**src/rtl/fetch_pkg.sv**
```systemverilog
// Shared types and constants for the instruction-fetch stage.
// Imported by the fetch interface, skid buffer and stage top.
package fetch_pkg;

   localparam int INSTR_W = 32;
   localparam logic [INSTR_W-1:0] NOP_INSTR = 32'h0;
   localparam logic [INSTR_W-1:0] PC_INC = 32'd4;

   typedef enum logic [1:0] {
      FETCH = 2'd0,
      HOLD  = 2'd1,
      FLUSH = 2'd2
   } fetch_state_t;

   typedef struct packed {
      logic [INSTR_W-1:0] instr;
      logic [INSTR_W-1:0] pc_inc;
   } skid_t;

endpackage

```
**src/rtl/fetch_stage_if.sv**
```systemverilog
// Instruction-memory request/response bus.
// Master is the fetch stage, slave is the memory.
interface fetch_stage_if;
   import fetch_pkg::*;

   logic               IMemReq;
   logic [INSTR_W-1:0] IMemAddr;
   logic               IMemReady;
   logic [INSTR_W-1:0] IMemData;

   modport master (
      output IMemReq,
      output IMemAddr,
      input  IMemReady,
      input  IMemData
   );

   modport slave (
      input  IMemReq,
      input  IMemAddr,
      output IMemReady,
      output IMemData
   );

endinterface

```
**src/rtl/fetch_skid.sv**
```systemverilog
// One-entry buffer holding a response that arrived during a stall.
// Load wins over unload; clear empties it.
module fetch_skid
   import fetch_pkg::*;
(
   input  logic  clk,
   input  logic  rst,
   input  logic  load,
   input  logic  unload,
   input  logic  clear,
   input  skid_t din,
   output skid_t dout,
   output logic  valid
);

   always_ff @(posedge clk) begin
      if (rst || clear) begin
         valid <= 1'b0;
         dout  <= '0;
      end else if (load) begin
         valid <= 1'b1;
         dout  <= din;
      end else if (unload) begin
         valid <= 1'b0;
      end
   end

endmodule

```
**src/rtl/fetch_stage.sv**
```systemverilog
// Instruction fetch: PC, single-outstanding imem requests,
// stall skid buffering and redirect flushing.
module fetch_stage
   import fetch_pkg::*;
#(
   parameter logic [INSTR_W-1:0] ResetAddr = 32'h0000_0000
) (
   input  logic               Clock,
   input  logic               Reset,
   input  logic               Stall,
   input  logic               Redirect,
   input  logic [INSTR_W-1:0] RedirectAddr,
   fetch_stage_if.master      imem,
   output logic [INSTR_W-1:0] Instruction,
   output logic [INSTR_W-1:0] PCAddrInc,
   output logic               InstrValid
);

   fetch_state_t       state;
   logic [INSTR_W-1:0] pc;
   logic [INSTR_W-1:0] pc_inc;
   logic [INSTR_W-1:0] flush_addr;
   logic               pending;
   logic               skid_load;
   logic               skid_unload;
   logic               skid_valid;
   skid_t              skid_in;
   skid_t              skid_out;

   assign pc_inc = pc + PC_INC;
   assign pending = (state != HOLD);

   // A flushed request keeps its old address until memory answers.
   assign imem.IMemReq  = !Reset && pending;
   assign imem.IMemAddr = (state == FLUSH) ? flush_addr : pc;

   assign skid_in = {imem.IMemData, pc_inc};
   assign skid_load = !Redirect && (state == FETCH)
                    && Stall && imem.IMemReady;
   assign skid_unload = !Redirect && (state == HOLD) && !Stall;

   fetch_skid u_skid (
      .clk    (Clock),
      .rst    (Reset),
      .load   (skid_load),
      .unload (skid_unload),
      .clear  (Redirect),
      .din    (skid_in),
      .dout   (skid_out),
      .valid  (skid_valid)
   );

   always_ff @(posedge Clock) begin
      if (Reset) begin
         state       <= FETCH;
         pc          <= ResetAddr;
         flush_addr  <= ResetAddr;
         Instruction <= NOP_INSTR;
         PCAddrInc   <= '0;
         InstrValid  <= 1'b0;
      end else if (Redirect) begin
         Instruction <= NOP_INSTR;
         InstrValid  <= 1'b0;
         pc          <= RedirectAddr & ~32'h3;
         if (pending && !imem.IMemReady) begin
            state <= FLUSH;
            if (state == FETCH)
               flush_addr <= pc;
         end else begin
            state <= FETCH;
         end
      end else begin
         unique case (state)
            FETCH: begin
               unique case (1'b1)
                  !Stall && imem.IMemReady: begin
                     Instruction <= imem.IMemData;
                     PCAddrInc   <= pc_inc;
                     InstrValid  <= 1'b1;
                     pc          <= pc_inc;
                  end
                  !Stall && !imem.IMemReady: begin
                     Instruction <= NOP_INSTR;
                     InstrValid  <= 1'b0;
                  end
                  Stall && imem.IMemReady: begin
                     pc    <= pc_inc;
                     state <= HOLD;
                  end
                  default: ;
               endcase
            end
            HOLD: begin
               if (!Stall) begin
                  Instruction <= skid_out.instr;
                  PCAddrInc   <= skid_out.pc_inc;
                  InstrValid  <= skid_valid;
                  state       <= FETCH;
               end
            end
            FLUSH: begin
               if (imem.IMemReady)
                  state <= FETCH;
            end
            default: state <= FETCH;
         endcase
      end
   end

endmodule

```
**src/flat_wrapper.sv**
```systemverilog
// flat-port wrapper written by rule: the top's interface ports become plain ports
module fetch_stage_flat import fetch_pkg::*;
#(
   parameter logic [INSTR_W-1:0] ResetAddr = 32'h0000_0000
)
  (Clock, Reset, Stall, Redirect, RedirectAddr, Instruction, PCAddrInc, InstrValid, imem_IMemReq, imem_IMemAddr, imem_IMemReady, imem_IMemData);
  fetch_stage_if imem_i ();
  input  logic Clock;
  input  logic Reset;
  input  logic Stall;
  input  logic Redirect;
  input  logic [INSTR_W-1:0] RedirectAddr;
  output logic [INSTR_W-1:0] Instruction;
  output logic [INSTR_W-1:0] PCAddrInc;
  output logic InstrValid;
  output wire logic [$bits(imem_i.IMemReq)-1:0] imem_IMemReq;
  output wire logic [$bits(imem_i.IMemAddr)-1:0] imem_IMemAddr;
  input wire logic [$bits(imem_i.IMemReady)-1:0] imem_IMemReady;
  input wire logic [$bits(imem_i.IMemData)-1:0] imem_IMemData;
  assign imem_IMemReq = imem_i.IMemReq;
  assign imem_IMemAddr = imem_i.IMemAddr;
  assign imem_i.IMemReady = imem_IMemReady;
  assign imem_i.IMemData = imem_IMemData;
  fetch_stage #(.ResetAddr(ResetAddr)) u_core (.Clock(Clock), .Reset(Reset), .Stall(Stall), .Redirect(Redirect), .RedirectAddr(RedirectAddr), .imem(imem_i), .Instruction(Instruction), .PCAddrInc(PCAddrInc), .InstrValid(InstrValid));
endmodule
```
**config.mk**
```make
export PLATFORM = sky130hd
export DESIGN_NAME = fetch_stage_flat
export DESIGN_NICKNAME = d
export VERILOG_FILES = /design/src/rtl/fetch_pkg.sv /design/src/rtl/fetch_stage_if.sv /design/src/rtl/fetch_skid.sv /design/src/rtl/fetch_stage.sv /design/src/flat_wrapper.sv
export SDC_FILE = /design/constraint.sdc
export NUM_CORES = 1
export LEC_CHECK = 0
export CORE_UTILIZATION = 45
export CTS_BUF_LIST = sky130_fd_sc_hd__clkbuf_4 sky130_fd_sc_hd__clkbuf_8
export CTS_CLUSTER_DIAMETER = 200
export DETAILED_ROUTE_END_ITERATION = 12
export PLACE_DENSITY = 0.68
export SYNTH_ARGS = -nofsm -noshare
export SYNTH_HDL_FRONTEND = slang
export SYNTH_HIERARCHICAL = 1
export SYNTH_SLANG_ARGS = --single-unit
```
**constraint.sdc**
```tcl
create_clock -name Clock -period 2.45 [get_ports Clock]
set_clock_uncertainty 0.05 [all_clocks]
set_input_delay 0.49 -clock Clock [delete_from_list [all_inputs] [get_ports Clock]]
set_output_delay 0.49 -clock Clock [all_outputs]
set_load 0.05 [all_outputs]
```
==> results of run 1 <==
[layout by cell type (no fill, tap or decap), types with 8 or more instances in the layout]
cell type                           n
sky130_fd_sc_hd__nand3_1           22
sky130_fd_sc_hd__dfxtp_1          189
sky130_fd_sc_hd__a211oi_1          12
sky130_fd_sc_hd__a21oi_1           64
sky130_fd_sc_hd__xnor2_1           27
sky130_fd_sc_hd__o21ai_0           12
sky130_fd_sc_hd__mux2_2            32
sky130_fd_sc_hd__mux2i_1           67
sky130_fd_sc_hd__buf_4             54
sky130_fd_sc_hd__clkdlybuf4s50_1  130
sky130_fd_sc_hd__clkbuf_8          17
sky130_fd_sc_hd__nor4_1            11
sky130_fd_sc_hd__nor4_2             8
sky130_fd_sc_hd__xor2_1            17
sky130_fd_sc_hd__nor2_1           140
sky130_fd_sc_hd__a221oi_1          32
sky130_fd_sc_hd__nor3_1            52
sky130_fd_sc_hd__buf_12            46
sky130_fd_sc_hd__nand2_1          109
[synth_stat cells, types with 5 or more instances]
cell                       number  area, µm²
sky130_fd_sc_hd__dfxtp_1      192       3840
sky130_fd_sc_hd__nor2_1       143        537
sky130_fd_sc_hd__nand2_1      109        409
sky130_fd_sc_hd__clkbuf_1      68        255
sky130_fd_sc_hd__mux2i_1       67        671
sky130_fd_sc_hd__a21oi_1       64        320
sky130_fd_sc_hd__nor3_1        52        260
sky130_fd_sc_hd__a221oi_1      32        280
sky130_fd_sc_hd__mux2_2        32        360
sky130_fd_sc_hd__xnor2_1       27        236
sky130_fd_sc_hd__nand3_1       22        110
sky130_fd_sc_hd__xor2_1        17        149
sky130_fd_sc_hd__buf_2         16       80.1
sky130_fd_sc_hd__nor4_1        15       93.8
sky130_fd_sc_hd__a211oi_1      12       90.1
sky130_fd_sc_hd__o21ai_0       12       60.1
sky130_fd_sc_hd__buf_6          9        101
sky130_fd_sc_hd__nand2b_1       8       50.1
sky130_fd_sc_hd__and3_1         7       43.8
sky130_fd_sc_hd__inv_1          7       26.3
sky130_fd_sc_hd__nand4_1        7       43.8
sky130_fd_sc_hd__a311o_1        6       60.1
sky130_fd_sc_hd__buf_1          6       22.5
sky130_fd_sc_hd__o211ai_1       6       45.0
sky130_fd_sc_hd__buf_4          5       37.5
sky130_fd_sc_hd__nor3_2         5       50.1
sky130_fd_sc_hd__nor3b_1        5       37.5
sky130_fd_sc_hd__nor4_2         5       62.6
sky130_fd_sc_hd__nor4b_1        5       43.8
[state kept, by name, indices dropped and copies added, names as in the netlist]
signal	count
u_core/PCAddrInc	32
u_core/InstrValid	1
u_core/flush_addr	30
u_core/Instruction	32
u_core/u_skid/dout	64
u_core/state	2
u_core/u_skid/valid	1
u_core/pc	30
[stage by stage]
stage	util (%)	hold WS, ns	instances
final	61.2	0.223	1459
after global routing	61.2	0.202	1459
after CTS	60.8	0.196	1456
after detailed placement	58.8	0.395	1424
after global placement	58.8	0.388	1424
after floorplan	-	0.384	1035
[worst max-delay path, stage by stage (launching register included)]
cell                       delay (ns)
sky130_fd_sc_hd__dfxtp_2         0.42
sky130_fd_sc_hd__nand2b_4        0.19
sky130_fd_sc_hd__buf_12          0.16
sky130_fd_sc_hd__mux2_2          0.40
sky130_fd_sc_hd__buf_12          0.16
[metal layers]
layer,part of all wire [%],vias up,track usage (%)
met2,46,220,37.5
met1,45,3709,30.5
met5,0,-,0
met3,7.6,22,7.31
met4,1.1,0,5.77
li1,-,3911,-
[timing repair]
| item | in CTS | in global routing |
|---|---|---|
| endpoints found under the setup margin | 30 | 38 |
| gates cloned | 0 | 1 |
| pin swaps | 0 | 1 |
| buffers inserted | 0 | 2 |
| gates resized for setup | 1 | 8 |
[logic make-up (layout without fill, tap and decap cells)]
| family | after synthesis | after routing |
|---|---|---|
| multiplexers | 99 | 99 |
| XOR/XNOR | 44 | 44 |
| adder cells (fa/ha/maj) | 1 | 1 |
| flip-flops | 192 | 192 |
| AND/OR/NAND/NOR | 415 | 415 |
| buffers and inverters | 114 | 273 |
| other | 1 | 4 |
| AO/OA/AOI/OAI | 166 | 166 |
[final timing paths]
| check | from | endpoint | slack (ns) | depth (start not counted) |
|---|---|---|---|---|
| max | u_core/state[0] | imem_IMemAddr[31] | 0.1 | 4 |
| min | Reset | u_core/PCAddrInc[30] | 0.22 | 2 |
| max reg2reg | u_core/pc[11] | u_core/u_skid/dout[29] | 0.12 | 7 |
| min reg2reg | u_core/flush_addr[21] | u_core/flush_addr[21] | 0.40 | 2 |
[final cells by class]
cell class                      instances  share of cell area, %
Sequential cell                       192                   32.2
Tap cell                              265                   2.78
Clock buffer                           17                   1.96
Timing Repair Buffer                  231                   22.2
Clock inverter                         15                   1.39
Inverter                               10                  0.314
Multi-Input combinational cell        729                   39.1
[power by group through the flow]
stage,registers (W),logic (W),clock network (W)
floorplan,0.00346,0.000662,0
global placement,0.00336,0.00134,0
detailed placement,0.00337,0.00134,0
CTS,0.00330,0.00135,0.00213
global route,0.00331,0.00144,0.00226
finish,0.00330,0.00136,0.00207
==> impl_metrics.env, run 1 <==
export IMPL_status="completed"
export IMPL_die_area_um2=20500
export IMPL_die_h_um=143
export IMPL_timing_critical_path_required_ns=1.91
export IMPL_ys_ff_latch=192
export IMPL_detailedRoute_firstIterationViolations=499
export IMPL_power_total_w=0.00672
export IMPL_worstSetupStartpointType="flop"
export IMPL_vias=7862
export IMPL_synth_edf_count=0
export IMPL_seq_pwr_share_pct=49.1
export IMPL_num_fill_cells=1749
export IMPL_regArea_um2=3850
export IMPL_proportion_of_synthesized_chip_area_in_sequential_cells_pct=42.8
export IMPL_setup_viol_count_final=0
export IMPL_drv_max_cap_violation_count=0
export IMPL_fin_ws_ns=0.0970
export IMPL_clockRootBuffer="sky130_fd_sc_hd__clkbuf_8"
export IMPL_tritonroute_pass_1_iters=5
export IMPL_number_of_antenna_violations_at_the_first_check_in_global_routing=0
export IMPL_leakage_nw=4.25
export IMPL_grt_pass1_vias=7367
export IMPL_grt_util_all_layers_pct=23.4
export IMPL_post_synth_xor_area_fraction_pct=4.29
export IMPL_cell_internal_pwr_w=0.00458
export IMPL_pre_cts_ws_ns=-0.0115
export IMPL_post_synth_instance_area_um2=8980
export IMPL_grt_pass1_wl_mm=37.7
export IMPL_synthAdderAreaFrac_pct=0.139
export IMPL_critical_path_class="reg -> out"
export IMPL_cts_buffer_count=17
export IMPL_timing_critical_path_to_type="output port"
export IMPL_placed_inst_area_um2=11500
export IMPL_clock_sink_count=192
export IMPL_timing_hold_worst_class="in -> reg"
export IMPL_fin_nets=1251
export IMPL_peakVddDrop_mv=0.345
export IMPL_switching_share_pct=31.8
export IMPL_slew_headroom_pct=61.4
export IMPL_cts_max_path_buffers=2
export IMPL_tightestPinTransition_ns=0.577
export IMPL_drive_gt1_share_pct=17.5
export IMPL_grt_overflow_total=0
export IMPL_total_switching_power_w=0.00214
export IMPL_report_final_hold_viol_count=0
export IMPL_muxShareOfSynthArea_pct=11.5
export IMPL_io_pins=167
export IMPL_clock_latency_ns=0.47
export IMPL_diodes=0
export IMPL_htreeDepth=4
export IMPL_setup_tns_ns=0
export IMPL_finalInstanceArea_um2=11900
export IMPL_period_share_pct=96.0
export IMPL_synth_avg_cell_area_um2=8.70
export IMPL_crit_fanout=15
export IMPL_clock_pin_slew_worst_setup_and_hold_paths_ns=0.10
export IMPL_grt_max_degree=99
export IMPL_timing_fmax_mhz=425
export IMPL_synth_yosys_warnings=6
export IMPL_drtAntennaViolNets=0
export IMPL_post_synth_and_or_nand_nor_area_fraction_pct=22.5
export IMPL_slew_viol_final=0
export IMPL_yosys_most_used_dff="sky130_fd_sc_hd__dfxtp_1"
export IMPL_port_buffer_count=162
export IMPL_tritoncts_clock_tree="yes"
export IMPL_starting_density_pct=46.0
export IMPL_yosysUniqueCellTypes=60
export IMPL_core_um2=19500
export IMPL_power_share_clock_pct=30.8
export IMPL_area_growth_syn_to_layout_pct=33.0
export IMPL_vias_per_cell=5.39
export IMPL_cts_hold_fix_buffers=0
export IMPL_combPwrFrac_pct=20.2
export IMPL_hpwl_mm=16.2
export IMPL_multi_input_comb_area_um2=4680
export IMPL_rows=51
export IMPL_layout_min_cycle_time_ns=2.35
export IMPL_routed_length_per_placed_instance_um=16.6
export IMPL_dieWidth_um=143
export IMPL_drc=0
export IMPL_critical_path_arrival_ns=1.81
export IMPL_combinational_family_with_the_most_area_after_synthesis="simple AND/OR/NAND/NOR gates"
export IMPL_synthesis_instances=1032
export IMPL_drt_total_wl_mm=24.2
export IMPL_power_density_cell_area_nw_per_um2=563
export IMPL_share_of_synthesized_registers_carrying_an_async_set_or_reset_pct=0
export IMPL_rsz0062_at_grt="no"
export IMPL_synth_compound_area_share_pct=12.8
export IMPL_finalWeightedCongestion=0.851
No activity file was read; power rests on OpenSTA's default activity.
==> run 2: changes to the inputs <==
- SLEW_MARGIN: default -> 5
==> results of run 2 <==
Same layout as run 1: the final DEF is identical, and so are final timing and power.
==> RTL change, RTL diff (settings of run 1) <==
Re-encode `fetch_state_t` (3 states) as one-hot, 3 bits wide.
--- a/src/rtl/fetch_pkg.sv
+++ b/src/rtl/fetch_pkg.sv
@@ -6,10 +6,10 @@
    localparam logic [INSTR_W-1:0] NOP_INSTR = 32'h0;
    localparam logic [INSTR_W-1:0] PC_INC = 32'd4;
 
-   typedef enum logic [1:0] {
-      FETCH = 2'd0,
-      HOLD  = 2'd1,
-      FLUSH = 2'd2
+   typedef enum logic [2:0] {
+      FETCH = 3'b001,
+      HOLD  = 3'b010,
+      FLUSH = 3'b100
    } fetch_state_t;
 
    typedef struct packed {
Formal check against the unedited RTL: no difference found for any inputs over 4 cycles, from zero or initial values and one cycle with Reset high; so few cycles prove little.
==> RTL change against run 1 <==
- synthesized area grew 2.0%
- total power down 0.58%
- largest power group unchanged
- routed wire length increased by 5.8%
- highest routed layer unchanged
- synthesized cell count rose by 3.3%
- worst setup slack lost 0.087 ns
- sequential cell count increased by 1
- utilization rose by 0.39 points
- final area increased by 1.6%
==> RTL change: results (changes against run 1) <==
largest net degree at the start of global routing=67 (-32%); Max clock buf depth=2 (unchanged); clock root cell=clkbuf_8; HP Class=input pin to flip-flop; Nets=1,300 (+3.9%); worst-margin pin slew=0.684 ns (+0.107 ns); Mapped Cells=1,066 (+3.3%); number of global-route vias before repair=7,594 (+3.1%); 1st-iter DRT viols=624 (+25%); Routed Wire Length=25,600 µm (+5.8%); hold buffer count at cts=0 (unchanged); Max H-tree Level=4 (unchanged); hpwl dp=17,200 µm (+6.2%); # placed instances=1,469 (+3.2%); Vias/cell=5.43 (+0.68%); post-synthesis sequential area ratio=42.2% (-0.63 points); Critical Path Slowest Stage Cell=dfxtp_4; top cells by count, synth=dfxtp_1, nor2_1, nand2_1; layout cells sized above 1=17.9% (+0.36 points); Antenna diodes=0 (unchanged); GRT Total Usage=24.1% (+0.70 points); routed wl met2=11,600 µm (+4.1%); M2 GR Usage=36.9% (-0.62 points); YS warnings=6 (unchanged); CP bufs+invs=3 (+1); worst-path fanout max=9 (-6); Distinct cells, synth=58 (-3.3%); status=finished clean; Worst VDD drop=317 µV (-8.1%); routing usage on met1=34.3% (+3.8 points); Top delay family on crit path=buffers and inverters; global-route wire length before repair=39,200 µm (+3.9%); Placement Setup Slack=-0.149 ns (-0.138 ns); WL/cell=17.0 µm (+2.3%); leading post-synthesis cells by cell area=dfxtp_1, mux2i_1, nor2_1, nand2_1, a211oi_1; Num CTS Buffers=17 (unchanged); metal1 wirelength=12,200 µm (+11%); routability cong.=0.815 (-4.3%); CP peak stage delay=0.36 ns (-0.06 ns); DRT Pass-1 Iters=5 (unchanged); CP arrival=1.90 ns (+0.09 ns); Area after DPL=11,300 µm² (-1.1%); Regs by FF count=u_core/u_skid/dout x64, u_core/Instruction x32, u_core/PCAddrInc x32; Leakage=4.31 nW (+1.3%); GR Util met3=4.51% (-2.8 points); Detail Route met3 WL=1470 µm (-20%)
-- RTL change: logic make-up (layout without fill, tap and decap cells) --
| kind of cell | Yosys count | count (layout) | synth area share [%] |
|---|---|---|---|
| flip-flops | 193 | 193 | 42.2 |
| AO/OA/AOI/OAI | 214 | 214 | 15.7 |
| buffers and inverters | 111 | 285 | 5.99 |
| other | 1 | 4 | 0.0409 |
| XOR/XNOR | 37 | 37 | 3.54 |
| adder cells (fa/ha/maj) | 1 | 1 | 0.137 |
| multiplexers | 95 | 95 | 10.7 |
| AND/OR/NAND/NOR | 414 | 414 | 21.7 |
-- RTL change: layout make-up --
type	count	area, µm²
tap	265	332
multi-input combinational	765	4910
timing repair buffer	245	2620
sequential	193	3870
inverter	8	30.0
fill	1697	7580
clock inverter	15	146
clock buffer	17	234
-- RTL change: worst paths after layout --
check	startpoint	to	slack [ns]	depth (start not counted)
min reg2reg	u_core/PCAddrInc[7]$_SDFFE_PP0P_	u_core/PCAddrInc[7]$_SDFFE_PP0P_	0.41	2
max reg2reg	u_core/pc[2]$_SDFFE_PP0P_	u_core/u_skid/dout[24]$_SDFFE_PP0P_	0.12	7
min	Reset	u_core/PCAddrInc[3]$_SDFFE_PP0P_	0.20	2
max	u_core/state[0]$_SDFFE_PP1P_	imem_IMemAddr[18]	0.01	6
-- RTL change: repair_timing --
item / CTS / global route
gates cloned: 2 / 1
gates resized for setup: 36 / 50
pin swaps: 1 / 1
setup buffers: 4 / 0
endpoints found under the setup margin: 30 / 39
-- RTL change: report_power, final --
| group | switching (mW) | internal (mW) |
|---|---|---|
| Sequential | 0.0718 | 3.23 |
| Combinational | 0.782 | 0.573 |
| Clock | 1.27 | 0.754 |
| Total | 2.12 | 4.56 |
